## config.mk

```make
export PLATFORM = sky130hd
export DESIGN_NAME = blink_rate_ctrl
export DESIGN_NICKNAME = d
export VERILOG_FILES = /design/src/rtl/blink_pkg.sv /design/src/rtl/btn_debounce.sv /design/src/rtl/blink_rate_ctrl.sv
export SDC_FILE = /design/constraint.sdc
export NUM_CORES = 1
export LEC_CHECK = 0
export BUFFER_PORTS_ARGS = -buffer_cell sky130_fd_sc_hd__clkbuf_2
export CORE_ASPECT_RATIO = 1.2
export CORE_MARGIN = 5
export CORE_UTILIZATION = 56
export DETAILED_ROUTE_END_ITERATION = 10
export GPL_TIMING_DRIVEN = 0
export PLACE_DENSITY = 0.76
export SYNTH_ARGS = -nofsm -noshare
export SYNTH_HDL_FRONTEND = slang
export SYNTH_SLANG_ARGS = --single-unit
```

## constraint.sdc

```tcl
create_clock -name clk -period 2.01 [get_ports clk]
set_input_delay 0.201 -clock clk [delete_from_list [all_inputs] [get_ports clk]]
set_output_delay 0.201 -clock clk [all_outputs]
set_load 0.02 [all_outputs]
```

## src/rtl/blink_pkg.sv

```systemverilog
// Shared types and constants for the blink rate controller.
// Debounce state encoding, rate index width and reset rate.
package blink_pkg;

    localparam int RATE_IDX_W = 2;
    localparam logic [RATE_IDX_W-1:0] RESET_RATE_IDX = 2'd1;

    typedef enum logic [1:0] {
        IDLE,
        PRESS_WAIT,
        PRESSED,
        RELEASE_WAIT
    } db_state_t;

    // Last count value of the half-period for rate index k.
    function automatic int unsigned half_period_last(
        input int unsigned half,
        input logic [RATE_IDX_W-1:0] k
    );
        return (half >> k) - 1;
    endfunction

endpackage

```

## src/rtl/btn_debounce.sv

```systemverilog
// Pushbutton synchronizer and debounce FSM.
// press_qual marks the edge that enters PRESSED; press_pulse is its registered copy.
module btn_debounce
    import blink_pkg::*;
#(
    parameter int unsigned DEBOUNCE_CYCLES = 960_000
) (
    input  logic clk,
    input  logic reset_n,
    input  logic btn_n,
    output logic press_pulse,
    output logic press_qual
);

    localparam int unsigned CW = $clog2(DEBOUNCE_CYCLES) + 1;
    localparam logic [CW-1:0] CNT_LAST = CW'(DEBOUNCE_CYCLES - 1);

    logic          sync_q;
    logic          btn_s;
    db_state_t     state;
    db_state_t     state_nxt;
    logic [CW-1:0] cnt;
    logic [CW-1:0] cnt_nxt;
    logic          qual;

    // Synchronizer resets to the released level.
    always_ff @(posedge clk or negedge reset_n) begin
        if (!reset_n) begin
            sync_q <= 1'b1;
            btn_s  <= 1'b1;
        end else begin
            sync_q <= btn_n;
            btn_s  <= sync_q;
        end
    end

    always_comb begin
        state_nxt = state;
        cnt_nxt   = cnt;
        qual      = 1'b0;
        unique case (state)
            IDLE: begin
                if (!btn_s) begin
                    state_nxt = PRESS_WAIT;
                    cnt_nxt   = '0;
                end
            end
            PRESS_WAIT: begin
                if (btn_s) begin
                    state_nxt = IDLE;
                end else if (cnt == CNT_LAST) begin
                    state_nxt = PRESSED;
                    qual      = 1'b1;
                end else begin
                    cnt_nxt = cnt + 1'b1;
                end
            end
            PRESSED: begin
                if (btn_s) begin
                    state_nxt = RELEASE_WAIT;
                    cnt_nxt   = '0;
                end
            end
            RELEASE_WAIT: begin
                if (!btn_s) begin
                    state_nxt = PRESSED;
                end else if (cnt == CNT_LAST) begin
                    state_nxt = IDLE;
                end else begin
                    cnt_nxt = cnt + 1'b1;
                end
            end
            default: state_nxt = IDLE;
        endcase
    end

    always_ff @(posedge clk or negedge reset_n) begin
        if (!reset_n) begin
            state       <= IDLE;
            cnt         <= '0;
            press_pulse <= 1'b0;
        end else begin
            state       <= state_nxt;
            cnt         <= cnt_nxt;
            press_pulse <= qual;
        end
    end

    assign press_qual = qual;

endmodule

```

## src/rtl/blink_rate_ctrl.sv

```systemverilog
// Button-selected blink rate with a tick strobe at the chosen half-period.
// Rate index steps 0..3 per qualified press; each step halves the half-period.
module blink_rate_ctrl
    import blink_pkg::*;
#(
    parameter int unsigned CLK_FREQ_HZ     = 48_000_000,
    parameter int unsigned DEBOUNCE_CYCLES = 960_000
) (
    input  logic                  clk,
    input  logic                  reset_n,
    input  logic                  btn_n,
    input  logic                  enable,
    output logic                  tick,
    output logic [RATE_IDX_W-1:0] rate_idx,
    output logic                  press_pulse
);

    localparam int unsigned HALF = CLK_FREQ_HZ / 2;
    localparam int unsigned TW   = (HALF > 1) ? $clog2(HALF) : 1;

    logic [TW-1:0] cnt;
    logic [TW-1:0] cnt_last;
    logic          press_qual;

    btn_debounce #(
        .DEBOUNCE_CYCLES(DEBOUNCE_CYCLES)
    ) u_btn_debounce (
        .clk        (clk),
        .reset_n    (reset_n),
        .btn_n      (btn_n),
        .press_pulse(press_pulse),
        .press_qual (press_qual)
    );

    assign cnt_last = TW'(half_period_last(HALF, rate_idx));

    // A rate change restarts the period and suppresses that cycle's tick.
    always_ff @(posedge clk or negedge reset_n) begin
        if (!reset_n) begin
            cnt      <= '0;
            tick     <= 1'b0;
            rate_idx <= RESET_RATE_IDX;
        end else if (press_qual) begin
            rate_idx <= rate_idx + 1'b1;
            cnt      <= '0;
            tick     <= 1'b0;
        end else if (!enable) begin
            cnt  <= '0;
            tick <= 1'b0;
        end else if (cnt == cnt_last) begin
            cnt  <= '0;
            tick <= 1'b1;
        end else begin
            cnt  <= cnt + 1'b1;
            tick <= 1'b0;
        end
    end

endmodule

```

# After elaboration in Yosys (flattened, before gate mapping)
# Cells that the tools add are included.
[totals] input_bits=4 ff_bits=54 wordCells=49
[op_classes] eq_ne=11 addsub=4 reduce_logical=3 n_shift=1 mux=22
[op_table] cell="$mux 21" count=5
[op_table] cell="$pmux 21 s4" count=1
[op_table] cell="$mux 25" count=3
[op_table] cell="$add 25x1->25 const B" count=1
[op_table] cell="$eq 25x25->1" count=1
[op_table] cell="$shr 25x2->25 const A" count=1
[op_table] cell="$sub 25x1->25 const B" count=1
[op_table] cell="$add 21x1->21 const B" count=1
[op_table] cell="$eq 21x20->1 const B" count=1
[op_table] cell="$mux 2" count=6
[op_table] cell="$pmux 2 s4" count=1
[op_table] cell="$reduce_and 4->1" count=2
[op_table] cell="$mux 1" count=6
[op_table] cell="$eq 2x2->1 const B" count=2
[op_table] cell="$ne 2x1->1 const B" count=2
[op_table] cell="$ne 2x2->1 const B" count=2
[op_table] cell="$ne 3x1->1 const B" count=1
[op_table] cell="$ne 3x3->1 const B" count=1
[op_table] cell="$add 2x1->2 const B" count=1
[op_table] cell="$eq 2x1->1 const B" count=1
[op_table] cell="$logic_not 2->1" count=1

# Depth between registers and ports, before layout
# Gate-level depths: netlist of run 1.
[depth] ltp_word=6 mapped_depth=8 ltp_nobuf=7

# Modules after synthesis
# A second synthesis of run 1 with hierarchy kept.
[hier_totals] cells_unflattened=321 area_unflattened_um2=3098.0
[by_module_without_submodules] mod="blink_rate_ctrl" seq_area_each_um2=701.9 area_per_inst_um2=1704.1 cells_per_inst=175 n_inst=1
[by_module_without_submodules] mod="btn_debounce" seq_area_each_um2=653.1 area_per_inst_um2=1393.8 cells_per_inst=146 n_inst=1

# Worst setup path after synthesis of run 1
# OpenSTA, ideal clock, no wires.
[synth_timing] path_type="flip-flop to flip-flop" from="register rate_idx[0]" to="register cnt[22]" setup_time_ns=0.120 slack_ns=-0.280 stages_incl_launch_ff=9 required_time_ns=1.890 arrival_time_ns=2.170 synth_period_minus_slack_ns=2.290 cell_sequence="dfstp_2 inv_1 ha_1 xnor2_1 nor4_2 o211ai_1 nor4_4 buf_6 nor3_1"
[synth_via] elab_chain_len=6
[synth_lines] item="start, declared" line="blink_rate_ctrl.sv:14" text="output logic [RATE_IDX_W-1:0] rate_idx,"
[synth_lines] item="start signal, assigned" line="blink_rate_ctrl.sv:44" text="rate_idx <= rate_idx + 1'b1;"
[synth_lines] item="$shr 25x2->25" line="blink_pkg.sv:20" text="return (half >> k) - 1;"
[synth_lines] item="$sub 25x1->25" line="blink_pkg.sv:20"
[synth_lines] item="$eq 25x25->1" line="blink_rate_ctrl.sv:50" text="end else if (cnt == cnt_last) begin"
[synth_lines] item="$mux 25" line="blink_rate_ctrl.sv:50"
[synth_lines] item="$mux 25" line="blink_rate_ctrl.sv:47" text="end else if (!enable) begin"
[synth_lines] item="$mux 25" line="blink_rate_ctrl.sv:43" text="end else if (press_qual) begin"
[synth_lines] item="end signal, assigned" line="blink_rate_ctrl.sv:54" text="cnt <= cnt + 1'b1;"
[synth_lines] item="end, declared" line="blink_rate_ctrl.sv:21" text="logic [TW-1:0] cnt;"
# No other way between the ends.
# A chain may end at the register's enable or synchronous reset.

# Final worst setup path of run 1
[layout_timing] from="register rate_idx[0]" to="register cnt[12]"
# The elaborated chain is that of the path after synthesis.

==> impl_metrics.env, run 1 <==
export IMPL_synth_main_ff_cell="dfrtp_1"
export IMPL_num_rows=29
export IMPL_fin_crit_ns=2.16
export IMPL_cp_arrival_ns=2.36
export IMPL_holdWs_ns=0.273
export IMPL_status="finished, violations left"
export IMPL_synth_cell_types=48
export IMPL_htreeDepth=2
export IMPL_cts_root_buf="clkbuf_8"
export IMPL_p_per_area_nw_per_um2=523
export IMPL_violations="setup timing"
export IMPL_place_ws_ns=-0.434
export IMPL_via_count=2522
export IMPL_die_width_um=78.2
export IMPL_nets=362
export IMPL_clk_pin_slew_ns=0.10
export IMPL_power_mw=1.96
export IMPL_syn_avg_cell_area_um2=10.0
export IMPL_portBuffers=7
export IMPL_initial_core_util_pct=58.2
export IMPL_synth_edf_count=0
export IMPL_crit_required_ns=2.21
export IMPL_crit_chain="inv_4 > ha_4 > xnor2_1 > nor4_2 > o211ai_1 > nor4_4 > buf_6 > clkbuf_16 > nor3_1"
export IMPL_via_per_inst=6.14
export IMPL_wl_per_cell_um=17.1
export IMPL_syn_nets=326
export IMPL_r2r_start="rate_idx[0]"
export IMPL_cp_max_fo=8
export IMPL_rrSetupSlack_ns=-0.15
export IMPL_ir_drop_mv=0.478
export IMPL_slowest_stage="dfstp_2"
export IMPL_layout_drive_gt1_share_pct=26.6
export IMPL_ant_nets=0
export IMPL_cts_sinks=54
export IMPL_die_area_um2=7180
export IMPL_cts_made_buffers=5
export IMPL_stdcell_area_um2=3760
export IMPL_cts_tree="built"
export IMPL_drt_iter0_drc=124
export IMPL_rsz0062_at_grt="true"
export IMPL_die_h_um=91.8
export IMPL_min_path_cells=4
export IMPL_hold_class="in2reg"
export IMPL_gp_congestion=0.850
export IMPL_yosys_warnings=0
export IMPL_syn2layout_area_growth_pct=20.3
export IMPL_maxCapViolCount=0
export IMPL_clock_latency_ns=0.31
export IMPL_cp_end_kind="flop"
export IMPL_setup_violations=26
export IMPL_hold_viol_final=0
export IMPL_dpl_instance_area_um2=3270
export IMPL_critical_path_class="reg2reg"
export IMPL_fmax_mhz=463
export IMPL_fill_cells=396
export IMPL_period_share_pct=107
export IMPL_grt_pass1_wl_mm=11.2
export IMPL_reg2reg_to="cnt[12]"
export IMPL_totalWireLength_mm=7.01
export IMPL_ys_seq_area_share_pct=43.4
export IMPL_dpl_hpwl_mm=4.57
export IMPL_syn_area_um2=3120
export IMPL_skew_ns=0.0145
export IMPL_slew_violations=0
export IMPL_min_delay_worst_endpoint="cnt[13]"
export IMPL_crit_path_max_incr_delay_ns=0.59
export IMPL_grt_usage_pct=19.3
export IMPL_cp_start_kind="flop"
export IMPL_drc=0
export IMPL_final_util_pct=69.9
export IMPL_fp_coreArea_um2=5370
export IMPL_reg2regPathDepth=9
export IMPL_firstDrtPassIters=4
export IMPL_min_from="enable"
export IMPL_max_slew_margin_pct=65.1
export IMPL_ys_async_sr_fraction_pct=100
export IMPL_clockBufferDepth=2
export IMPL_grt_max_degree=55
export IMPL_synth_seq_cells=54
export IMPL_gr_total_overflow=0
export IMPL_synth_cells=312
export IMPL_layout_setup_ws_ns=-0.150
export IMPL_antenna_found_initial=0
export IMPL_cellLeakagePower_nw=1.52
export IMPL_ios=8
export IMPL_grt_pass1_vias=2359
export IMPL_tightest_slew_ns=0.521
export IMPL_n_antenna_cell=0
==> cell usage in the layout (no fill, tap or decap), types with 3 or more instances in the layout <==
cell type / Yosys / routed
buf_6: 4 / 6
o21ai_0: 18 / 18
ha_2: 0 / 4
xor2_1: 15 / 14
dfrtp_2: 0 / 3
and4_1: 4 / 4
buf_4: 2 / 16
a31oi_1: 3 / 3
nand3_1: 15 / 15
o31ai_1: 9 / 8
ha_4: 0 / 3
ha_1: 10 / 3
nor2_1: 17 / 16
clkbuf_2: 0 / 6
dfstp_2: 3 / 3
clkbuf_8: 0 / 5
nor3_2: 5 / 9
nand4_1: 10 / 10
o41ai_1: 3 / 3
inv_1: 9 / 7
nand2_1: 20 / 19
a21oi_1: 5 / 5
dfrtp_1: 51 / 48
xnor2_1: 25 / 25
and3_1: 8 / 8
nand2b_1: 4 / 4
and2_1: 4 / 3
nor4_2: 5 / 6
nor3_1: 30 / 25
==> registers in the layout, indices dropped and copies added, names as in the netlist, named ones only <==
signal / flops
u_btn_debounce.state: 1
tick: 1
u_btn_debounce.cnt: 21
u_btn_debounce.sync_q: 1
rate_idx: 2
u_btn_debounce.btn_s: 1
cnt: 25
u_btn_debounce.press_pulse: 1
==> worst max-delay path: cells and delay by family (launching register included) <==
| family | cells | cell delay, ns |
|---|---|---|
| AND/OR/NAND/NOR | 3 | 0.54 |
| AO/OA/AOI/OAI | 1 | 0.19 |
| flip-flops | 1 | 0.59 |
| XOR/XNOR | 1 | 0.12 |
| buffers and inverters | 3 | 0.43 |
| adder cells (fa/ha/maj) | 1 | 0.17 |
==> worst max-delay path by stage <==
stage	startpoint	endpoint	cells past startpoint
6_report	rate_idx[0]	cnt[12]	9
5_1_grt	rate_idx[0]	cnt[12]	9
4_1_cts	rate_idx[0]	cnt[5]	8
3_5_place_dp	rate_idx[0]	cnt[22]	8
3_3_place_gp	rate_idx[0]	cnt[5]	8
2_1_floorplan	rate_idx[0]	cnt[22]	8
==> cell families after synthesis <==
kind of cell | Yosys count | synth area share (%)
and+or+nand+nor | 142 | 27.8
DFF | 54 | 43.4
AOI/OAI and AO/OA | 46 | 9.66
xor gates and xnor gates | 40 | 11.2
buffers and inverters | 19 | 3.57
adders and majority gates | 10 | 4.01
muxes | 1 | 0.361
==> cells in the mapped netlist, types with 2 or more instances <==
cell type  instances  area (um^2)
nor3_2             5         50.1
nand2b_1           4         25.0
dfstp_2            3         78.8
buf_6              4         45.0
inv_1              9         33.8
clkbuf_1           2         7.51
o31ai_1            9         67.6
xnor2_1           25          219
nand3_1           15         75.1
o41ai_1            3         26.3
nor4_4             2         42.5
or3_1              2         12.5
dfrtp_1           51         1280
and2_1             4         25.0
nor3b_1            2         15.0
nor4b_1            2         17.5
o21ai_0           18         90.1
buf_2              2         10.0
o211ai_1           2         15.0
nor4_2             5         62.6
nor4_1             2         12.5
a31oi_1            3         18.8
and3_1             8         50.1
ha_1              10          125
nand4_1           10         62.6
xor2_1            15          131
buf_4              2         15.0
nor2_1            17         63.8
nand4_2            2         25.0
nor3_1            30          150
nand2_1           20         75.1
a21oi_1            5         25.0
and4_1             4         35.0
==> routing by layer <==
layer,global-route usage (%),up-vias,part of all wire (%)
met4,6.85,0,2.0
met5,0,-,0
met2,34.9,48,55
met3,3.14,14,2.6
li1,-,1208,-
met1,23.0,1252,41
==> area by class of cell <==
class,instances,area [um^2],share of cell area [%]
Clock buffer,5,68.8,1.83
Timing Repair Buffer,30,272,7.23
Buffer,9,83.8,2.23
Multi-Input combinational cell,239,1820,48.4
Clock inverter,3,40.0,1.07
Tap cell,62,77.6,2.07
Sequential cell,54,1360,36.2
Inverter,9,36.3,0.966
==> per-stage QoR <==
| stage | setup TNS (ns) | std cells |
|---|---|---|
| finish | -2.92 | 411 |
| global route | -5.46 | 411 |
| detailed placement | -11.13 | 381 |
| global placement | -10.04 | 381 |
| CTS | -4.14 | 396 |
| floorplan | -3.54 | 312 |
==> what timing repair did <==
item / 4_1_cts / 5_1_grt
setup endpoints to repair: 45 / 48
buffers inserted: 6 / 11
cloned: 0 / 3
pin swaps: 3 / 9
resized for setup: 11 / 24
hold buffers: 1 / 1
endpoints found under the hold margin: 1 / 10
==> where the power goes <==
group	leakage (nW)	total, mW	internal (mW)	switching (mW)
combinational	0.733	0.123	0.0479	0.0749
sequential	0.733	1.12	1.10	0.0195
clock	0.0579	0.718	0.367	0.351
No activity file was read; power rests on OpenSTA's default activity.
==> run 2: changes to the inputs <==
--- a/config.mk
+++ b/config.mk
@@ -12,6 +12,7 @@
 export DETAILED_ROUTE_END_ITERATION = 10
 export GPL_TIMING_DRIVEN = 0
 export PLACE_DENSITY = 0.76
+export RECOVER_POWER = 100
 export SYNTH_ARGS = -nofsm -noshare
 export SYNTH_HDL_FRONTEND = slang
 export SYNTH_SLANG_ARGS = --single-unit
==> run 2 against run 1 <==
Effect of this change:
- the flow still finishes with violations (setup timing)
- sequential share of layout area up 0.16 points
- first-iteration DRC count up 15%
- critical path depth unchanged
- register-to-register slack about the same
- non-clock buffer count unchanged
- clock power about the same
- design area down 0.43%
- critical endpoint unchanged
- largest cell class unchanged
==> impl_metrics.env, run 2 (synthesized netlist as in run 1, its figures left out) <==
export IMPL_ant_nets=0
export IMPL_nets=362
export IMPL_comb_power_share_pct=6.1
export IMPL_intPower_mw=1.52
export IMPL_slowest_stage="dfstp_2"
export IMPL_fp_coreArea_um2=5370
export IMPL_cellLeakagePower_nw=1.51
export IMPL_slew_violations=0
export IMPL_cts_sinks=54
export IMPL_p_per_area_nw_per_um2=523
export IMPL_rsz0062_at_grt="true"
export IMPL_maxCapViolCount=0
export IMPL_path_buf_inv=3
export IMPL_dpl_hpwl_mm=4.57
export IMPL_setup_tns_ns=-2.88
export IMPL_grt_max_degree=55
export IMPL_ios=8
export IMPL_die_width_um=78.2
export IMPL_final_cell_mix="dfrtp_1, nor3_1, xnor2_1"
export IMPL_fin_crit_ns=2.16
export IMPL_cts_made_buffers=5
export IMPL_clkPwrFrac_pct=36.5
export IMPL_initial_core_util_pct=58.2
export IMPL_ir_drop_mv=0.478
export IMPL_layout_cells_non_filler=411
export IMPL_clock_latency_ns=0.31
export IMPL_status="finished, violations left"
export IMPL_largest_register="cnt"
export IMPL_mostFrequentLayoutCell="dfrtp_1"
export IMPL_largestRegisters="cnt (25), u_btn_debounce.cnt (21), rate_idx (2)"
export IMPL_critical_path_class="reg2reg"
export IMPL_drt_iter0_drc=143
export IMPL_max_slew_margin_pct=60.6
export IMPL_num_rows=29
export IMPL_crit_required_ns=2.20
export IMPL_r2r_start="rate_idx[0]"
export IMPL_clockBufferDepth=2
export IMPL_totalWireLength_mm=6.95
export IMPL_grt_pass1_wl_mm=11.2
export IMPL_reg2regPathDepth=9
export IMPL_largest_register_ffs=25
export IMPL_fill_cells=397
export IMPL_htreeDepth=2
export IMPL_period_share_pct=107
export IMPL_fmax_mhz=463
export IMPL_met1_length_mm=2.88
export IMPL_cp_start_kind="flop"
export IMPL_critPathLaunch="rate_idx[0]"
export IMPL_reg2reg_to="cnt[12]"
export IMPL_antenna_found_initial=0
export IMPL_grt_pass1_vias=2359
export IMPL_layout_setup_ws_ns=-0.149
export IMPL_gr_total_overflow=0
export IMPL_cp_end_kind="flop"
export IMPL_wl_per_cell_um=16.9
export IMPL_syn2layout_area_growth_pct=19.8
export IMPL_dpl_instance_area_um2=3270
export IMPL_via_per_inst=6.10
export IMPL_layout_drive_gt1_share_pct=25.8
export IMPL_switching_share_pct=22.6
export IMPL_via_count=2507
export IMPL_route_met3_wl_um=158
export IMPL_dpl_cell_count=381
export IMPL_crit_path_max_incr_delay_ns=0.59
export IMPL_cts_tree="built"
export IMPL_crit_chain="inv_4 > ha_4 > xnor2_1 > nor4_2 > o211ai_1 > nor4_4 > buf_6 > clkbuf_16 > nor3_1"
export IMPL_stdcell_area_um2=3740
export IMPL_die_area_um2=7180
export IMPL_die_h_um=91.8
export IMPL_cp_max_fo=8
export IMPL_n_antenna_cell=0
export IMPL_rrSetupSlack_ns=-0.15
export IMPL_seqPwrFrac_pct=57.4
export IMPL_gp_congestion=0.850
export IMPL_final_util_pct=69.6
export IMPL_power_mw=1.96
export IMPL_skew_ns=0.0144
export IMPL_tightest_slew_ns=0.590
export IMPL_worstSetupPathDepth=9
export IMPL_top_layer_used="met4"
export IMPL_grt_usage_pct=19.3
export IMPL_cp_arrival_ns=2.35
export IMPL_crit_path_end="cnt[12]"
export IMPL_setup_violations=26
export IMPL_power_switching_mw=0.442
export IMPL_clk_pin_slew_ns=0.10
export IMPL_firstDrtPassIters=4
export IMPL_hold_class="in2reg"
export IMPL_portBuffers=7
export IMPL_cp_top_family="flip-flops"
export IMPL_cts_root_buf="clkbuf_8"
export IMPL_drc=0
export IMPL_hold_viol_final=0
export IMPL_routed_wl_met2_mm=3.79
export IMPL_violations="setup timing"
run 2: cell count changes in the layout (fill, tap and decap cells not counted):
cell	before	now
buf_12	1	0
buf_2	2	1
clkbuf_2	6	4
clkbuf_1	2	5
clkbuf_4	0	1
run 2: worst reg2reg max path, delay by kind of cell (launching register included):
kind / cells / cell delay, ns
buffers and inverters: 3 / 0.43
XOR/XNOR: 1 / 0.12
AND/OR/NAND/NOR: 3 / 0.54
adder cells (fa/ha/maj): 1 / 0.17
flip-flops: 1 / 0.59
AO/OA/AOI/OAI: 1 / 0.19
run 2: power by group through the flow:
stage | Sequential [mW] | Clock [mW] | Combinational (mW)
final | 1.12 | 0.715 | 0.119
after floorplan | 1.14 | 0 | 0.0617
after detailed placement | 1.14 | 0 | 0.102
after global placement | 1.14 | 0 | 0.101
after global routing | 1.13 | 0.782 | 0.135
after CTS | 1.12 | 0.744 | 0.104
run 2: how the worst min path moves through the flow:
stage	from	endpoint	cells past startpoint
after global placement	btn_n	u_btn_debounce.sync_q	1
final	enable	cnt[15]	4
after CTS	enable	cnt[24]	3
after floorplan	reset_n	async pin	0
after global routing	enable	cnt[13]	4
after detailed placement	btn_n	u_btn_debounce.sync_q	1
run 2: stage by stage:
stage / hold WS, ns / worst slack (ns)
after floorplan: -0.0946 / -0.174
after global placement: 0.288 / -0.398
after detailed placement: 0.290 / -0.434
after CTS: 0.203 / -0.182
after global routing: 0.283 / -0.249
final: 0.274 / -0.149
run 2: timing repair:
| action | CTS | global route |
|---|---|---|
| endpoints found under the hold margin | 1 | 10 |
| hold buffers | 1 | 1 |
| buffers inserted | 6 | 11 |
| pin swaps | 3 | 9 |
| resized for setup | 11 | 24 |
| endpoints found under the setup margin | 45 | 48 |
| gates cloned | 0 | 3 |
run 2: cell type report:
| cell class | instances | area (um^2) | share of cell area [%] |
|---|---|---|---|
| multi-input cells | 239 | 1820 | 48.6 |
| well taps | 62 | 77.6 | 2.07 |
| clock buffers | 5 | 68.8 | 1.84 |
| inverters | 9 | 36.3 | 0.970 |
| flip-flops and latches | 54 | 1360 | 36.3 |
| clock inverters | 3 | 40.0 | 1.07 |
| repair buffers | 30 | 255 | 6.83 |
| plain buffers | 9 | 83.8 | 2.24 |
run 2: metal layers:
metal,vias up,global-route usage [%]
met5,-,0
met4,0,6.85
met3,12,3.14
met2,42,34.9
met1,1245,23.0
li1,1208,-
==> run 3: changes to the inputs <==
--- a/config.mk
+++ b/config.mk
@@ -15,4 +15,5 @@
 export RECOVER_POWER = 100
 export SYNTH_ARGS = -nofsm -noshare
 export SYNTH_HDL_FRONTEND = slang
+export SYNTH_HIERARCHICAL = 1
 export SYNTH_SLANG_ARGS = --single-unit
==> run 3 against run 2 <==
Effect of this change:
- the run still ends with setup timing left
- worst hold slack worse by 0.075 ns
- clock power down 9.1%
- sequential share of layout area up 0.50 points
- global-route usage up 0.52 points
- register-to-register slack worse by 0.09 ns
- die area down 0.71%
- synthesized area down 0.80%
- non-clock buffer count up 2
- wire length up 1.6%
==> impl_metrics.env, run 3 <==
export IMPL_ys_top_cells_by_count="dfrtp_1, nand2_1, nor3_1"
export IMPL_path_buf_inv=3
export IMPL_drc=0
export IMPL_ios=8
export IMPL_cts_made_buffers=5
export IMPL_grt_pass1_wl_mm=11.6
export IMPL_drt_iter0_drc=160
export IMPL_firstDrtPassIters=4
export IMPL_die_area_um2=7130
export IMPL_largest_register="cnt"
export IMPL_syn_avg_cell_area_um2=9.65
export IMPL_die_h_um=91.5
export IMPL_cts_tree="built"
export IMPL_violations="setup timing"
export IMPL_maxCapViolCount=0
export IMPL_synth_cells=321
export IMPL_grt_usage_pct=19.8
export IMPL_syn2layout_area_growth_pct=19.2
export IMPL_synth_edf_count=0
export IMPL_wl_per_cell_um=16.9
export IMPL_largestRegisters="cnt (25), u_btn_debounce/cnt (21), rate_idx (2)"
export IMPL_crit_path_max_incr_delay_ns=0.59
export IMPL_status="finished, violations left"
export IMPL_ys_async_sr_fraction_pct=100
export IMPL_holdWs_ns=0.199
export IMPL_num_rows=29
export IMPL_nets=368
export IMPL_grt_pass1_vias=2461
export IMPL_clockBufferDepth=2
export IMPL_largest_register_ffs=25
export IMPL_cellLeakagePower_nw=1.54
export IMPL_yosys_area_top_type="dfrtp_1"
export IMPL_tightest_slew_ns=1.42
export IMPL_fp_coreArea_um2=5330
export IMPL_period_share_pct=112
export IMPL_power_mw=1.91
export IMPL_cp_max_fo=7
export IMPL_place_ws_ns=-0.719
export IMPL_slowest_stage="dfstp_2"
export IMPL_syn_nets=335
export IMPL_die_width_um=77.9
export IMPL_clock_latency_ns=0.31
export IMPL_cp_arrival_ns=2.45
export IMPL_critical_path_class="reg2reg"
export IMPL_via_count=2498
export IMPL_synth_area_leaders="dfrtp_1, xnor2_1, nor3_1, xor2_1, ha_1"
export IMPL_crit_required_ns=2.22
export IMPL_skew_ns=0.00565
export IMPL_rsz0062_at_grt="true"
export IMPL_cts_root_buf="clkbuf_8"
export IMPL_final_cell_mix="dfrtp_1, nand2_1, nor3_1"
export IMPL_p_per_area_nw_per_um2=517
export IMPL_setup_violations=24
export IMPL_synth_main_ff_cell="dfrtp_1"
export IMPL_grt_max_degree=55
export IMPL_yosys_warnings=6
export IMPL_syn_area_um2=3100
export IMPL_synth_seq_cells=54
export IMPL_synth_top_area_share_pct=41.2
export IMPL_totalWireLength_mm=7.06
export IMPL_fmax_mhz=445
export IMPL_via_per_inst=5.99
export IMPL_portBuffers=7
export IMPL_cp_top_family="simple AND/OR/NAND/NOR gates"
export IMPL_hold_class="in2reg"
export IMPL_synth_most_common_cell="dfrtp_1"
export IMPL_crit_chain="inv_4 > ha_4 > xor2_1 > nor4_1 > nand3_1 > nor4_4 > buf_6 > clkbuf_16 > nor3_1"
export IMPL_n_antenna_cell=0
export IMPL_gp_congestion=0.915
export IMPL_dpl_cell_count=390
export IMPL_cp_start_kind="flop"
export IMPL_fill_cells=424
export IMPL_cts_sinks=54
export IMPL_ys_seq_area_share_pct=43.7
export IMPL_initial_core_util_pct=58.1
export IMPL_mostFrequentLayoutCell="dfrtp_1"
export IMPL_dpl_hpwl_mm=4.53
export IMPL_ir_drop_mv=0.460
export IMPL_gr_total_overflow=0
export IMPL_layout_cells_non_filler=417
export IMPL_htreeDepth=2
export IMPL_fin_crit_ns=2.24
export IMPL_slew_violations=0
export IMPL_hold_viol_final=0
export IMPL_synth_cell_types=55
export IMPL_clk_pin_slew_ns=0.10
export IMPL_antenna_found_initial=0
export IMPL_ant_nets=0
export IMPL_layout_drive_gt1_share_pct=23.1
export IMPL_cp_end_kind="flop"
export IMPL_max_slew_margin_pct=5.47
export IMPL_layout_setup_ws_ns=-0.235
-- run 3: cell count changes after synthesis, moves of 4 or more --
cell	previous run	this run
nand2_1	20	29
mux2i_1	0	4
a31oi_1	3	11
nor4_1	2	8
o31ai_1	9	0
nor3_2	5	1
nor4_2	5	0
clkbuf_1	2	6
o21ai_0	18	13
-- run 3: kinds of logic after synthesis --
logic type / count (synthesis) / share of synthesized area [%]
fa+ha+maj: 10 / 4.04
flops: 54 / 43.7
xor+xnor: 38 / 10.7
mux: 5 / 1.66
compound gates: 43 / 8.81
simple gates: 146 / 27.0
buf+inv: 25 / 4.04
-- run 3: timing repair --
action	in CTS	in global routing
pin swaps	3	7
resized for setup	11	21
buffers inserted	11	3
hold buffers	1	1
gates cloned	0	3
setup endpoints to repair	29	26
hold endpoints to repair	1	23
-- run 3: metal layers --
metal / vias to the layer above / GRT usage (%) / share of wire (%)
met4: 0 / 7.04 / 2.0
li1: 1209 / - / -
met1: 1238 / 24.4 / 42
met3: 13 / 3.17 / 2.9
met5: - / 0 / 0
met2: 38 / 34.7 / 53
-- run 3: path summary, 6_finish.rpt --
check / from / to / slack (ns) / cells after the start
max: rate_idx[0] / cnt[5] / -0.23 / 9
min: enable / tick / 0.20 / 2
max reg2reg: rate_idx[0] / cnt[5] / -0.23 / 9
min reg2reg: u_btn_debounce/sync_q / u_btn_debounce/btn_s / 0.36 / 0
max in group asynchronous: reset_n / u_btn_debounce/cnt[6] / 0.19 / 3
min in group asynchronous: reset_n / rate_idx[1] / 0.74 / 2
-- run 3: area by class of cell --
| class | instances | area [um^2] | area share, % |
|---|---|---|---|
| tap | 62 | 77.6 | 2.10 |
| clock inverter | 2 | 12.5 | 0.339 |
| timing repair buffer | 27 | 254 | 6.88 |
| multi-input combinational | 242 | 1750 | 47.4 |
| sequential | 54 | 1360 | 36.8 |
| clock buffer | 6 | 82.6 | 2.24 |
| buffer | 14 | 114 | 3.08 |
| inverter | 10 | 42.5 | 1.15 |
-- run 3: where the power goes --
group / leakage [nW] / internal (mW) / switching, mW / total, mW
clock network: 0.0472 / 0.278 / 0.371 / 0.650
registers: 0.731 / 1.10 / 0.0196 / 1.12
logic: 0.766 / 0.0520 / 0.0825 / 0.134
total: 1.54 / 1.43 / 0.474 / 1.91
-- run 3: per-stage QoR --
stage,cell area [um^2],setup TNS (ns),util (%)
global route,3690,-11.07,69.2
floorplan,3160,-6.85,-
finish,3690,-5.06,69.2
CTS,3500,-5.09,65.6
detailed placement,3270,-16.27,61.3
global placement,3270,-15.12,61.3
